## src/rtl/pipe_hazard_if.sv

```systemverilog
// Signals between the pipeline hazard controller and the datapath it steers.
// master = controller side, slave = datapath side.
interface pipe_hazard_if #(
    parameter int CNT_W = 32
);
    logic [4:0]       id_rs;
    logic [4:0]       id_rt;
    logic             id_use_rs;
    logic             id_use_rt;
    logic [4:0]       ex_rd;
    logic             ex_is_load;
    logic             ex_br_taken;
    logic             mem_dm_access;
    logic             dm_ack;

    logic             pc_en;
    logic             ifid_en;
    logic             idex_en;
    logic             exmem_en;
    logic             ifid_flush;
    logic             idex_flush;
    logic             memwb_flush;
    logic             dm_req;
    logic             err;
    logic [CNT_W-1:0] stall_cycles;
    logic [CNT_W-1:0] flush_events;

    modport master (
        input  id_rs, id_rt, id_use_rs, id_use_rt, ex_rd, ex_is_load,
               ex_br_taken, mem_dm_access, dm_ack,
        output pc_en, ifid_en, idex_en, exmem_en, ifid_flush, idex_flush,
               memwb_flush, dm_req, err, stall_cycles, flush_events
    );

    modport slave (
        output id_rs, id_rt, id_use_rs, id_use_rt, ex_rd, ex_is_load,
               ex_br_taken, mem_dm_access, dm_ack,
        input  pc_en, ifid_en, idex_en, exmem_en, ifid_flush, idex_flush,
               memwb_flush, dm_req, err, stall_cycles, flush_events
    );
endinterface

```

## src/rtl/pipe_hazard_ctrl.sv

```systemverilog
// Five-stage pipeline hazard controller: load-use bubbles, taken-branch flushes,
// data-memory stalls with timeout, and saturating stall/flush counters.
//
//   state    | meaning
//   ---------+-----------------------------------------------------------
//   RUN      | pipeline advancing (or taking a load-use bubble / flush)
//   MEM_WAIT | data-memory access outstanding, whole pipe frozen
//   ERR      | memory timed out; pipe frozen until rst
module pipe_hazard_ctrl #(
    parameter int TIMEOUT_CYC = 255,
    parameter int CNT_W       = 32
) (
    input logic           clk,
    input logic           rst,
    pipe_hazard_if.master hz
);

    localparam int WAIT_W = (TIMEOUT_CYC < 1) ? 1 : $clog2(TIMEOUT_CYC + 1);
    localparam logic [WAIT_W-1:0] WAIT_LIMIT = WAIT_W'(TIMEOUT_CYC);

    typedef enum logic [1:0] {
        RUN      = 2'd0,
        MEM_WAIT = 2'd1,
        ERR      = 2'd2
    } state_t;

    state_t            state;
    state_t            state_nxt;
    logic [WAIT_W-1:0] wait_cnt;
    logic [WAIT_W-1:0] wait_nxt;
    logic [WAIT_W-1:0] wait_inc;
    logic              err_q;
    logic [CNT_W-1:0]  stall_cnt;
    logic [CNT_W-1:0]  flush_cnt;

    logic load_use;
    logic mem_stall;
    logic flush_inc;
    logic pc_en;
    logic ifid_en;
    logic idex_en;
    logic exmem_en;
    logic ifid_flush;
    logic idex_flush;
    logic memwb_flush;
    logic dm_req;

    assign load_use = hz.ex_is_load && (hz.ex_rd != 5'd0) &&
                      ((hz.id_use_rs && (hz.id_rs == hz.ex_rd)) ||
                       (hz.id_use_rt && (hz.id_rt == hz.ex_rd)));

    assign mem_stall = hz.mem_dm_access && !hz.dm_ack;
    assign wait_inc  = wait_cnt + WAIT_W'(1);

    always_comb begin
        state_nxt   = state;
        wait_nxt    = wait_cnt;
        flush_inc   = 1'b0;
        pc_en       = 1'b0;
        ifid_en     = 1'b0;
        idex_en     = 1'b0;
        exmem_en    = 1'b0;
        ifid_flush  = 1'b0;
        idex_flush  = 1'b0;
        memwb_flush = 1'b0;
        dm_req      = 1'b0;

        case (state)
            RUN, MEM_WAIT: begin
                dm_req = hz.mem_dm_access;
                if (mem_stall) begin
                    // Memory stall outranks branch and load-use; both are re-seen on the go cycle.
                    memwb_flush = 1'b1;
                    wait_nxt    = wait_inc;
                    state_nxt   = (wait_inc >= WAIT_LIMIT) ? ERR : MEM_WAIT;
                end else begin
                    state_nxt = RUN;
                    wait_nxt  = '0;
                    if (hz.ex_br_taken) begin
                        pc_en      = 1'b1;
                        ifid_en    = 1'b1;
                        idex_en    = 1'b1;
                        exmem_en   = 1'b1;
                        ifid_flush = 1'b1;
                        idex_flush = 1'b1;
                        flush_inc  = 1'b1;
                    end else if (load_use) begin
                        // Hold PC and IF/ID, bubble into ID/EX; the load moves on so the hazard clears.
                        idex_en    = 1'b1;
                        exmem_en   = 1'b1;
                        idex_flush = 1'b1;
                    end else begin
                        pc_en    = 1'b1;
                        ifid_en  = 1'b1;
                        idex_en  = 1'b1;
                        exmem_en = 1'b1;
                    end
                end
            end
            ERR: begin
                state_nxt = ERR;
            end
            default: begin
                state_nxt = RUN;
                wait_nxt  = '0;
            end
        endcase

        if (rst) begin
            pc_en       = 1'b0;
            ifid_en     = 1'b0;
            idex_en     = 1'b0;
            exmem_en    = 1'b0;
            ifid_flush  = 1'b1;
            idex_flush  = 1'b1;
            memwb_flush = 1'b1;
            dm_req      = 1'b0;
        end
    end

    always_ff @(posedge clk) begin
        if (rst) begin
            state    <= RUN;
            wait_cnt <= '0;
            err_q    <= 1'b0;
        end else begin
            state    <= state_nxt;
            wait_cnt <= wait_nxt;
            if (state_nxt == ERR) begin
                err_q <= 1'b1;
            end
        end
    end

    always_ff @(posedge clk) begin
        if (rst) begin
            stall_cnt <= '0;
            flush_cnt <= '0;
        end else begin
            if (!pc_en && (stall_cnt != '1)) begin
                stall_cnt <= stall_cnt + CNT_W'(1);
            end
            if (flush_inc && (flush_cnt != '1)) begin
                flush_cnt <= flush_cnt + CNT_W'(1);
            end
        end
    end

    assign hz.pc_en        = pc_en;
    assign hz.ifid_en      = ifid_en;
    assign hz.idex_en      = idex_en;
    assign hz.exmem_en     = exmem_en;
    assign hz.ifid_flush   = ifid_flush;
    assign hz.idex_flush   = idex_flush;
    assign hz.memwb_flush  = memwb_flush;
    assign hz.dm_req       = dm_req;
    assign hz.err          = err_q;
    assign hz.stall_cycles = stall_cnt;
    assign hz.flush_events = flush_cnt;

endmodule

```

## src/flat_wrapper.sv

```systemverilog
// flat-port wrapper written by rule: the top's interface ports become plain ports
module pipe_hazard_ctrl_flat 
#(
    parameter int TIMEOUT_CYC = 255,
    parameter int CNT_W       = 32
)
  (clk, rst, hz_id_rs, hz_id_rt, hz_id_use_rs, hz_id_use_rt, hz_ex_rd, hz_ex_is_load, hz_ex_br_taken, hz_mem_dm_access, hz_dm_ack, hz_pc_en, hz_ifid_en, hz_idex_en, hz_exmem_en, hz_ifid_flush, hz_idex_flush, hz_memwb_flush, hz_dm_req, hz_err, hz_stall_cycles, hz_flush_events);
  pipe_hazard_if #(.CNT_W(CNT_W)) hz_i ();
  input logic clk;
  input logic rst;
  input wire logic [$bits(hz_i.id_rs)-1:0] hz_id_rs;
  input wire logic [$bits(hz_i.id_rt)-1:0] hz_id_rt;
  input wire logic [$bits(hz_i.id_use_rs)-1:0] hz_id_use_rs;
  input wire logic [$bits(hz_i.id_use_rt)-1:0] hz_id_use_rt;
  input wire logic [$bits(hz_i.ex_rd)-1:0] hz_ex_rd;
  input wire logic [$bits(hz_i.ex_is_load)-1:0] hz_ex_is_load;
  input wire logic [$bits(hz_i.ex_br_taken)-1:0] hz_ex_br_taken;
  input wire logic [$bits(hz_i.mem_dm_access)-1:0] hz_mem_dm_access;
  input wire logic [$bits(hz_i.dm_ack)-1:0] hz_dm_ack;
  output wire logic [$bits(hz_i.pc_en)-1:0] hz_pc_en;
  output wire logic [$bits(hz_i.ifid_en)-1:0] hz_ifid_en;
  output wire logic [$bits(hz_i.idex_en)-1:0] hz_idex_en;
  output wire logic [$bits(hz_i.exmem_en)-1:0] hz_exmem_en;
  output wire logic [$bits(hz_i.ifid_flush)-1:0] hz_ifid_flush;
  output wire logic [$bits(hz_i.idex_flush)-1:0] hz_idex_flush;
  output wire logic [$bits(hz_i.memwb_flush)-1:0] hz_memwb_flush;
  output wire logic [$bits(hz_i.dm_req)-1:0] hz_dm_req;
  output wire logic [$bits(hz_i.err)-1:0] hz_err;
  output wire logic [$bits(hz_i.stall_cycles)-1:0] hz_stall_cycles;
  output wire logic [$bits(hz_i.flush_events)-1:0] hz_flush_events;
  assign hz_i.id_rs = hz_id_rs;
  assign hz_i.id_rt = hz_id_rt;
  assign hz_i.id_use_rs = hz_id_use_rs;
  assign hz_i.id_use_rt = hz_id_use_rt;
  assign hz_i.ex_rd = hz_ex_rd;
  assign hz_i.ex_is_load = hz_ex_is_load;
  assign hz_i.ex_br_taken = hz_ex_br_taken;
  assign hz_i.mem_dm_access = hz_mem_dm_access;
  assign hz_i.dm_ack = hz_dm_ack;
  assign hz_pc_en = hz_i.pc_en;
  assign hz_ifid_en = hz_i.ifid_en;
  assign hz_idex_en = hz_i.idex_en;
  assign hz_exmem_en = hz_i.exmem_en;
  assign hz_ifid_flush = hz_i.ifid_flush;
  assign hz_idex_flush = hz_i.idex_flush;
  assign hz_memwb_flush = hz_i.memwb_flush;
  assign hz_dm_req = hz_i.dm_req;
  assign hz_err = hz_i.err;
  assign hz_stall_cycles = hz_i.stall_cycles;
  assign hz_flush_events = hz_i.flush_events;
  pipe_hazard_ctrl #(.TIMEOUT_CYC(TIMEOUT_CYC), .CNT_W(CNT_W)) u_core (.clk(clk), .rst(rst), .hz(hz_i));
endmodule
```

## config.mk

```make
export PLATFORM = sky130hd
export DESIGN_NAME = pipe_hazard_ctrl_flat
export DESIGN_NICKNAME = d
export VERILOG_FILES = /design/src/rtl/pipe_hazard_if.sv /design/src/rtl/pipe_hazard_ctrl.sv /design/src/flat_wrapper.sv
export SDC_FILE = /design/constraint.sdc
export NUM_CORES = 1
export LEC_CHECK = 0
export CORE_AREA = 2 2 102 104
export DETAILED_ROUTE_END_ITERATION = 16
export DIE_AREA = 0 0 104 106
export GPL_ROUTABILITY_DRIVEN = 1
export GPL_TIMING_DRIVEN = 1
export PLACE_DENSITY = 0.66
export SLEW_MARGIN = 20
export SYNTH_ARGS = -nofsm -noshare
export SYNTH_HDL_FRONTEND = slang
export SYNTH_SLANG_ARGS = --single-unit
```

## constraint.sdc

```tcl
create_clock -name clk -period 2.5 [get_ports clk]
set_input_delay 0.5 -clock clk [delete_from_list [all_inputs] [get_ports clk]]
set_output_delay 0.5 -clock clk [all_outputs]
set_load 0.01 [all_outputs]
```

# == Word-level counts from Yosys, hierarchy flattened ==
# Index checks and enable logic that the tools add are counted.
# Widths: inputs -> output; s select.
# word_totals
reg_bits,75
input_bits,23
elab_cells,56
# classes
add_sub_neg,3
n_lt_le_gt_ge,1
n_eq_ne,7
n_mux,27
n_reduce_logical,13
# op_table
operator,n
$add 32x1->32 const B,2
$ne 32x32->1 const B,2
$mux 1,22
$pmux 8 s2,1
$eq 5x5->1,2
$add 8x1->8 const B,1
$ge 8x8->1 const B,1
$mux 8,1
$logic_and 1x1->1,7
$reduce_bool 5->1,1
$eq 2x2->1 const B,2
$mux 2,2
$pmux 2 s2,1
$eq 2x1->1 const B,1
$logic_not 1->1,2
$logic_not 2->1,1
$reduce_or 2->1,1
$logic_or 1x1->1,1

# == Logic depth before layout (Yosys ltp) ==
# Gate-level depths: netlist of the first run.
# logic_depth
ltp_word,11
ltp_mapped,10
ltp_nobuf,7

# == Worst setup path after synthesis of the first run ==
# OpenSTA, ideal clock, no wires.
# synth_timing
path_type,input to output
from,in hz_ex_rd[0]
to,out hz_pc_en
arrival_time_ps,1660
required_time_ps,2000
slack_ps,340
cell_stages,5
n_path_buf,1
cell_sequence,or4_1 o21ai_0 o21ai_1 o21ai_0 buf_4
# synth_via
elab_chain_cells,9
# synth_lines
item,line,text
"start, declared",flat_wrapper.sv:15,input wire logic [$bits(hz_i.ex_rd)-1:0] hz_ex_rd;
"$eq 5x5->1, on equally long branches","pipe_hazard_ctrl.sv:49, pipe_hazard_ctrl.sv:50",
"$logic_and 1x1->1, on equally long branches","pipe_hazard_ctrl.sv:49, pipe_hazard_ctrl.sv:50",
$logic_or 1x1->1,pipe_hazard_ctrl.sv:49,((hz.id_use_rs && (hz.id_rs == hz.ex_rd)) ||
$logic_and 1x1->1 (*),pipe_hazard_ctrl.sv:48,assign load_use = hz.ex_is_load && (hz.ex_rd != 5'd0) &&
$mux 1 (*) (5 in series),n/a,
"end, declared",flat_wrapper.sv:20,output wire logic [$bits(hz_i.pc_en)-1:0] hz_pc_en;
# Every way passes the cells marked *; elsewhere a longest branch is shown, timed or not.

# == Final worst setup path of the first run ==
# layout_timing
from,in hz_id_rs[4]
to,out hz_idex_flush
# layout_via
elab_chain_cells,9
# layout_lines
item,line,text
"start, declared",flat_wrapper.sv:11,input wire logic [$bits(hz_i.id_rs)-1:0] hz_id_rs;
$eq 5x5->1,pipe_hazard_ctrl.sv:49,
$logic_and 1x1->1,pipe_hazard_ctrl.sv:49,
$logic_or 1x1->1,pipe_hazard_ctrl.sv:49,
$logic_and 1x1->1,pipe_hazard_ctrl.sv:48,
$mux 1,pipe_hazard_ctrl.sv:87,end else if (load_use) begin
$mux 1,pipe_hazard_ctrl.sv:79,if (hz.ex_br_taken) begin
$mux 1,pipe_hazard_ctrl.sv:71,if (mem_stall) begin
$mux 1,pipe_hazard_ctrl.sv:68,case (state)
$mux 1,pipe_hazard_ctrl.sv:109,if (rst) begin
"end, declared",flat_wrapper.sv:25,output wire logic [$bits(hz_i.idex_flush)-1:0] hz_idex_flush;
# Every way passes these cells.

==> metrics.yaml, run 1 <==
rsz0062_at_grt: "no"
postSynthRegisterBits: 75
die_x_um: 104
drive_above_1_share_pct: 11.2
power_leakage_uw: 0.00183
cp-end-kind: "primary output"
regArea_um2: 1500
drt_first_iter_violations: 132
fill_cells: 962
syn-num-nets: 503
hold_class: "register to register"
crit_required_ns: 2.00
grt_pass1_vias: 3740
drv_slew: 0
slew_headroom_pct: 51.8
synthAdderAreaFrac_pct: 1.28
final_util_pct: 53.7
crit_family: "buffers and inverters"
arrival_ns: 1.95
setup_viol: 0
cts_buffer_depth: 2
synth_mux_area_share_pct: 0.514
path_class: "primary input to primary output"
core_area_um2: 10000
final_common_cell: "clkdlybuf4s50_1"
ios: 96
grt_usage_pct: 18.6
via_count: 3850
synthArstFlopShare_pct: 0
rr_startpoint: "u_core.hz.stall_cycles[1]$_SDFFE_PP0P_"
drtAntennaViolNets: 0
path_cells: "clkdlybuf4s50_1 -> xnor2_2 -> nand4_1 -> o22ai_2 -> nand4b_1 -> nand3_1 -> buf_2"
root_buffer: "clkbuf_8"
final_hold_viol_count: 0
hpwlAfterDp_um: 7450
start_kind: "primary input"
clkLatencyLatePin_ns: 0.34
rr_endpoint: "u_core.hz.stall_cycles[21]$_SDFFE_PP0P_"
path_clk_slew_ns: 0.07
via_per_inst: 5.30
min_path_cells: 1
final_cell_mix: "clkdlybuf4s50_1, dfxtp_1, nor2_1"
hp-start: "u_core.hz.err$_SDFFE_PP0N_"
outcome: "complete, no violations"
power_density_nw_per_um2: 485
grt-ovfl-total: 0
syn_to_final_growth_pct: 37.8
drc: 0
synth_edf_count: 0
fin_skew_ns: 0.00721
drt_pre_antenna_iters: 4
hold_end: "u_core.hz.err$_SDFFE_PP0N_"
fin_crit_ns: 2.45
ir_drop_v: 0.000243
grt_pass1_wl_um: 17200
synth-seq-area-share_pct: 38.5
gp_congestion: 0.859
synth_cell_types: 44
layout.nets: 614
max_stage_delay_ns: 0.52
syn_avg_cell_area_um2: 8.19
synthSimpleGateAreaFrac_pct: 32.9
diodes: 0
synthXorXnorAreaFrac_pct: 8.76
placedCellCount: 712
worst_pin_slew_ns: 0.723
cts_hold_repair.buffers: 0
crit_fanout: 3
syn_inst: 476
synth_flop_cell: "dfxtp_1"
timing.final.crit_share_pct: 98.0
crit_path_top_delay_cell: "clkdlybuf4s50_1"
syn_area_um2: 3900
ys_warn_count: 0
initial_core_util_pct: 39.0
rrSetupSlack_ns: 0.30
final-instance-count-excl-fill: 727
multi_input_area_um2: 2280
fmax_mhz: 408
critPathBufInv: 2
dieArea_um2: 11000
synth_top_family_by_area: "simple AND/OR/NAND/NOR gates"
wire_per_inst_um: 14.1
antenna_found_initial: 0
wl_um: 10300
synth_compound_area_share_pct: 14.3
clock-sinks: 75
io_buffers: 95
reg2reg_depth: 8
grt_start_max_net_pins: 69
cts_tree: "done"
num_rows: 37
h-tree-depth: 3
numCtsBuffers: 9
dieHeight_um: 106
drv_cap: 0
## Yosys cell counts, types with 3 or more instances
| library cell | instances | share of area [%] |
|---|---|---|
| a21oi_1 | 39 | 5.0 |
| ha_1 | 4 | 1.3 |
| nand2_1 | 32 | 3.1 |
| and2_1 | 7 | 1.1 |
| nor3_1 | 10 | 1.3 |
| xnor2_1 | 28 | 6.3 |
| nor2_1 | 44 | 4.2 |
| buf_4 | 3 | 0.58 |
| nand4_1 | 16 | 2.6 |
| o21ai_0 | 43 | 5.5 |
| xor2_1 | 11 | 2.5 |
| or4_1 | 9 | 1.7 |
| o31ai_1 | 8 | 1.5 |
| and4_1 | 8 | 1.8 |
| or3_1 | 29 | 4.7 |
| nor3_2 | 6 | 1.5 |
| buf_6 | 3 | 0.87 |
| and3_1 | 18 | 2.9 |
| inv_1 | 7 | 0.67 |
| nand3_1 | 36 | 4.6 |
| buf_2 | 4 | 0.51 |
| clkbuf_1 | 10 | 0.96 |
| dfxtp_1 | 75 | 39 |
## area by class of cell
type                       instances  area share (%)
multi-input combinational        373            42.5
timing repair buffer             121            21.2
clock inverter                     4            1.82
clock buffer                      11            2.82
tap                              136            3.17
sequential                        75            28.0
inverter                           7           0.489
## worst register-to-register path: cells and delay by family, from the launching register on
kind,cells,cell delay (ns)
and+or+nand+nor,4,1.01
AOI/OAI and AO/OA,2,0.33
buffers and inverters,1,0.21
adders and majority gates,1,0.22
DFF,1,0.36
## worst max path at each step
stage	startpoint	end	slack, ns	cells after the start
after floorplan	hz_ex_rd[0]	hz_pc_en	0.34	5
after global placement	hz_ex_rd[3]	hz_pc_en	-0.55	6
after detailed placement	hz_ex_rd[3]	hz_pc_en	-0.57	6
after CTS	hz_ex_rd[0]	hz_idex_flush	0.008	6
after global routing	hz_dm_ack	hz_exmem_en	0.008	6
final	hz_id_rs[4]	hz_idex_flush	0.05	7
## per-layer routing
metal	share of wire, %	track usage [%]	up-vias
met5	0	0	-
met4	1.4	6.18	0
met3	3.4	2.64	12
met2	49	33.3	77
met1	46	23.1	1812
li1	-	-	1949
## per-stage QoR
step	worst slack, ns	TNS, ns	power (µW)	hold slack [ns]	area [µm²]
final	0.0512	0	2610	0.459	5370
after global placement	-0.549	-8.77	1470	0.439	5100
after floorplan	0.340	0	1350	0.452	3900
after CTS	0.00797	0	2630	0.468	5340
after detailed placement	-0.567	-10.57	1470	0.446	5100
after global routing	0.00762	0	2710	0.507	5370
## timing repair
action | 4_1_cts | 5_1_grt
buffers inserted | 0 | 0
endpoints found under the setup margin | 5 | 9
pin swaps | 4 | 5
resized for setup | 21 | 8
## report_power, final
part           total, µW  switching (µW)  internal (µW)
Clock               1160             450            713
Sequential          1210            9.80           1200
Combinational        231             115            116
Total               2610             574           2030
## flip-flops by register name, indices dropped and copies added (netlist names)
register and count:
u_core.wait_cnt 8, u_core.hz.stall_cycles 32, u_core.state 2, u_core.hz.err 1
u_core.hz.flush_events 32
## cell families after synthesis
| group | count (synthesis) |
|---|---|
| XOR/XNOR | 39 |
| flip-flops | 75 |
| buffers and inverters | 28 |
| AND/OR/NAND/NOR | 227 |
| multiplexers | 2 |
| AO/OA/AOI/OAI | 101 |
| adder cells (fa/ha/maj) | 4 |
Note: power is estimated with default switching activity, not from simulation.
==> run 2: changes to the inputs <==
REMOVE_ABC_BUFFERS = 1   (was unset)
SLEW_MARGIN = 0   (was 20)
==> metrics.yaml, run 2 (same netlist as run 1, synthesis figures left out) <==
cts_tree: "done"
wl_um: 10200  # -0.61%
slew_headroom_pct: 51.6  # -0.26 points
core_area_um2: 10000  # unchanged
crit_path_top_delay_cell: "clkdlybuf4s50_1"
initial_core_util_pct: 39.0  # unchanged
drt_first_iter_violations: 166  # +26%
path_clk_slew_ns: 0.08  # about the same
arrival_ns: 2.66  # +0.71 ns
crit_required_ns: 2.77  # +0.77 ns
rsz0062_at_grt: "no"
clock-sinks: 75  # unchanged
grt_usage_pct: 18.1  # -0.58 points
fin_tns_setup_ns: 0  # unchanged
dieHeight_um: 106  # unchanged
max_stage_delay_ns: 0.50  # -0.02 ns
layout.nets: 620  # +0.98%
setup_viol: 0  # unchanged
crit_top_cell: "buf_4"
hp-start: "u_core.hz.err$_SDFFE_PP0N_"
h-tree-depth: 3  # unchanged
ir_drop_v: 0.000290  # +19%
worst_pin_slew_ns: 0.726  # +0.00391 ns
drc: 0  # unchanged
fin_crit_ns: 2.39  # -0.0558 ns
cts_hold_repair.buffers: 0  # unchanged
hold_class: "register to register"
grt_start_max_net_pins: 69  # unchanged
fin_skew_ns: 0.0101  # +0.00284 ns
drt_pre_antenna_iters: 4  # unchanged
regArea_um2: 1500  # unchanged
timing.final.crit_share_pct: 95.7  # -2.2 points
via_per_inst: 5.34  # +0.74%
fill_cells: 951  # -1.1%
die_x_um: 104  # unchanged
grt_pass1_vias: 3555  # -4.9%
ios: 96  # unchanged
fmax_mhz: 418  # +2.3%
crit_start: "hz_id_rs[2]"
dieArea_um2: 11000  # unchanged
gp_congestion: 0.795  # -7.4%
numCtsBuffers: 9  # unchanged
crit_family: "buffers and inverters"
start_kind: "primary input"
drv_cap: 0  # unchanged
wire_per_inst_um: 13.9  # -1.6%
drive_above_1_share_pct: 12.5  # +1.4 points
root_buffer: "clkbuf_8"
grt-ovfl-total: 0  # unchanged
fin_area_um2: 5530  # +2.9%
power_leakage_uw: 0.00195  # +6.6%
drtAntennaViolNets: 0  # unchanged
crit_fanout: 6  # +3
diodes: 0  # unchanged
clkLatencyLatePin_ns: 0.34  # about the same
grt_pass1_wl_um: 16500  # -4.0%
path_class: "primary input to register"
multi_input_area_um2: 2330  # +2.2%
hpwlAfterDp_um: 7200  # -3.3%
cp-end-kind: "register"
place_area_um2: 5120  # +0.39%
final_cell_mix: "clkdlybuf4s50_1, dfxtp_1, nor2_1"
power_density_nw_per_um2: 472  # -2.7%
io_buffers: 95  # unchanged
p_total_uw: 2610  # +0.12%
final-instance-count-excl-fill: 734  # +0.96%
syn_to_final_growth_pct: 41.8
cts_buffer_depth: 2  # unchanged
placedCellCount: 713  # +0.14%
final_hold_viol_count: 0  # unchanged
via_count: 3916  # +1.7%
drv_slew: 0  # unchanged
outcome: "complete, no violations"
path_cells: "clkdlybuf4s50_1 -> xnor2_2 -> nand4_1 -> o22ai_2 -> buf_4 -> buf_4 -> o211ai_4 -> clkbuf_16 -> or4_1 -> a21oi_1"
antenna_found_initial: 0  # unchanged
num_rows: 37  # unchanged
final_common_cell: "clkdlybuf4s50_1"
rr_startpoint: "u_core.hz.stall_cycles[0]$_SDFFE_PP0P_"
critPathBufInv: 4  # +2
-- run 2: layout make-up --
class / instances / share of cell area (%)
Multi-Input combinational cell: 373 / 42.2
Sequential cell: 75 / 27.2
Timing Repair Buffer: 127 / 22.7
Tap cell: 136 / 3.08
Clock buffer: 9 / 2.24
Clock inverter: 7 / 2.11
Inverter: 7 / 0.475
-- run 2: per-stage QoR --
step / hold slack (ns) / worst slack [ns] / util, %
after CTS: 0.465 / 0.000536 / 53.7
final: 0.460 / 0.107 / 55.3
after global placement: 0.443 / -0.458 / 51.2
after floorplan: 0.452 / -0.0188 / -
after global routing: 0.487 / 0.0416 / 55.3
after detailed placement: 0.445 / -0.508 / 51.2
-- run 2: final timing paths --
path	slack (ns)	cells past startpoint	end
setup / recovery	0.11	10	u_core.hz.stall_cycles[20]$_SDFFE_PP0P_
hold / removal	0.46	1	u_core.hz.err$_SDFFE_PP0N_
setup reg to reg	0.28	8	u_core.hz.stall_cycles[20]$_SDFFE_PP0P_
hold reg to reg	0.46	1	u_core.hz.err$_SDFFE_PP0N_
-- run 2: metal layers --
metal | track usage, % | up-vias | wire, µm
met5 | 0 | - | 0
met4 | 6.18 | 0 | 69
met3 | 2.94 | 9 | 419
met2 | 29.7 | 89 | 4760
met1 | 24.1 | 1859 | 4950
li1 | - | 1959 | -
-- run 2: repair_timing --
| item | 4_1_cts | 5_1_grt |
|---|---|---|
| gates resized for setup | 20 | 18 |
| pin swaps | 3 | 6 |
| buffers inserted | 1 | 2 |
| cloned | 0 | 2 |
| endpoints found under the setup margin | 4 | 27 |
-- run 2: power by group --
group	switching [µW]	total, µW	internal, µW
combinational	124	267	143
sequential	11.6	1210	1200
clock	467	1130	661
total	602	2610	2010
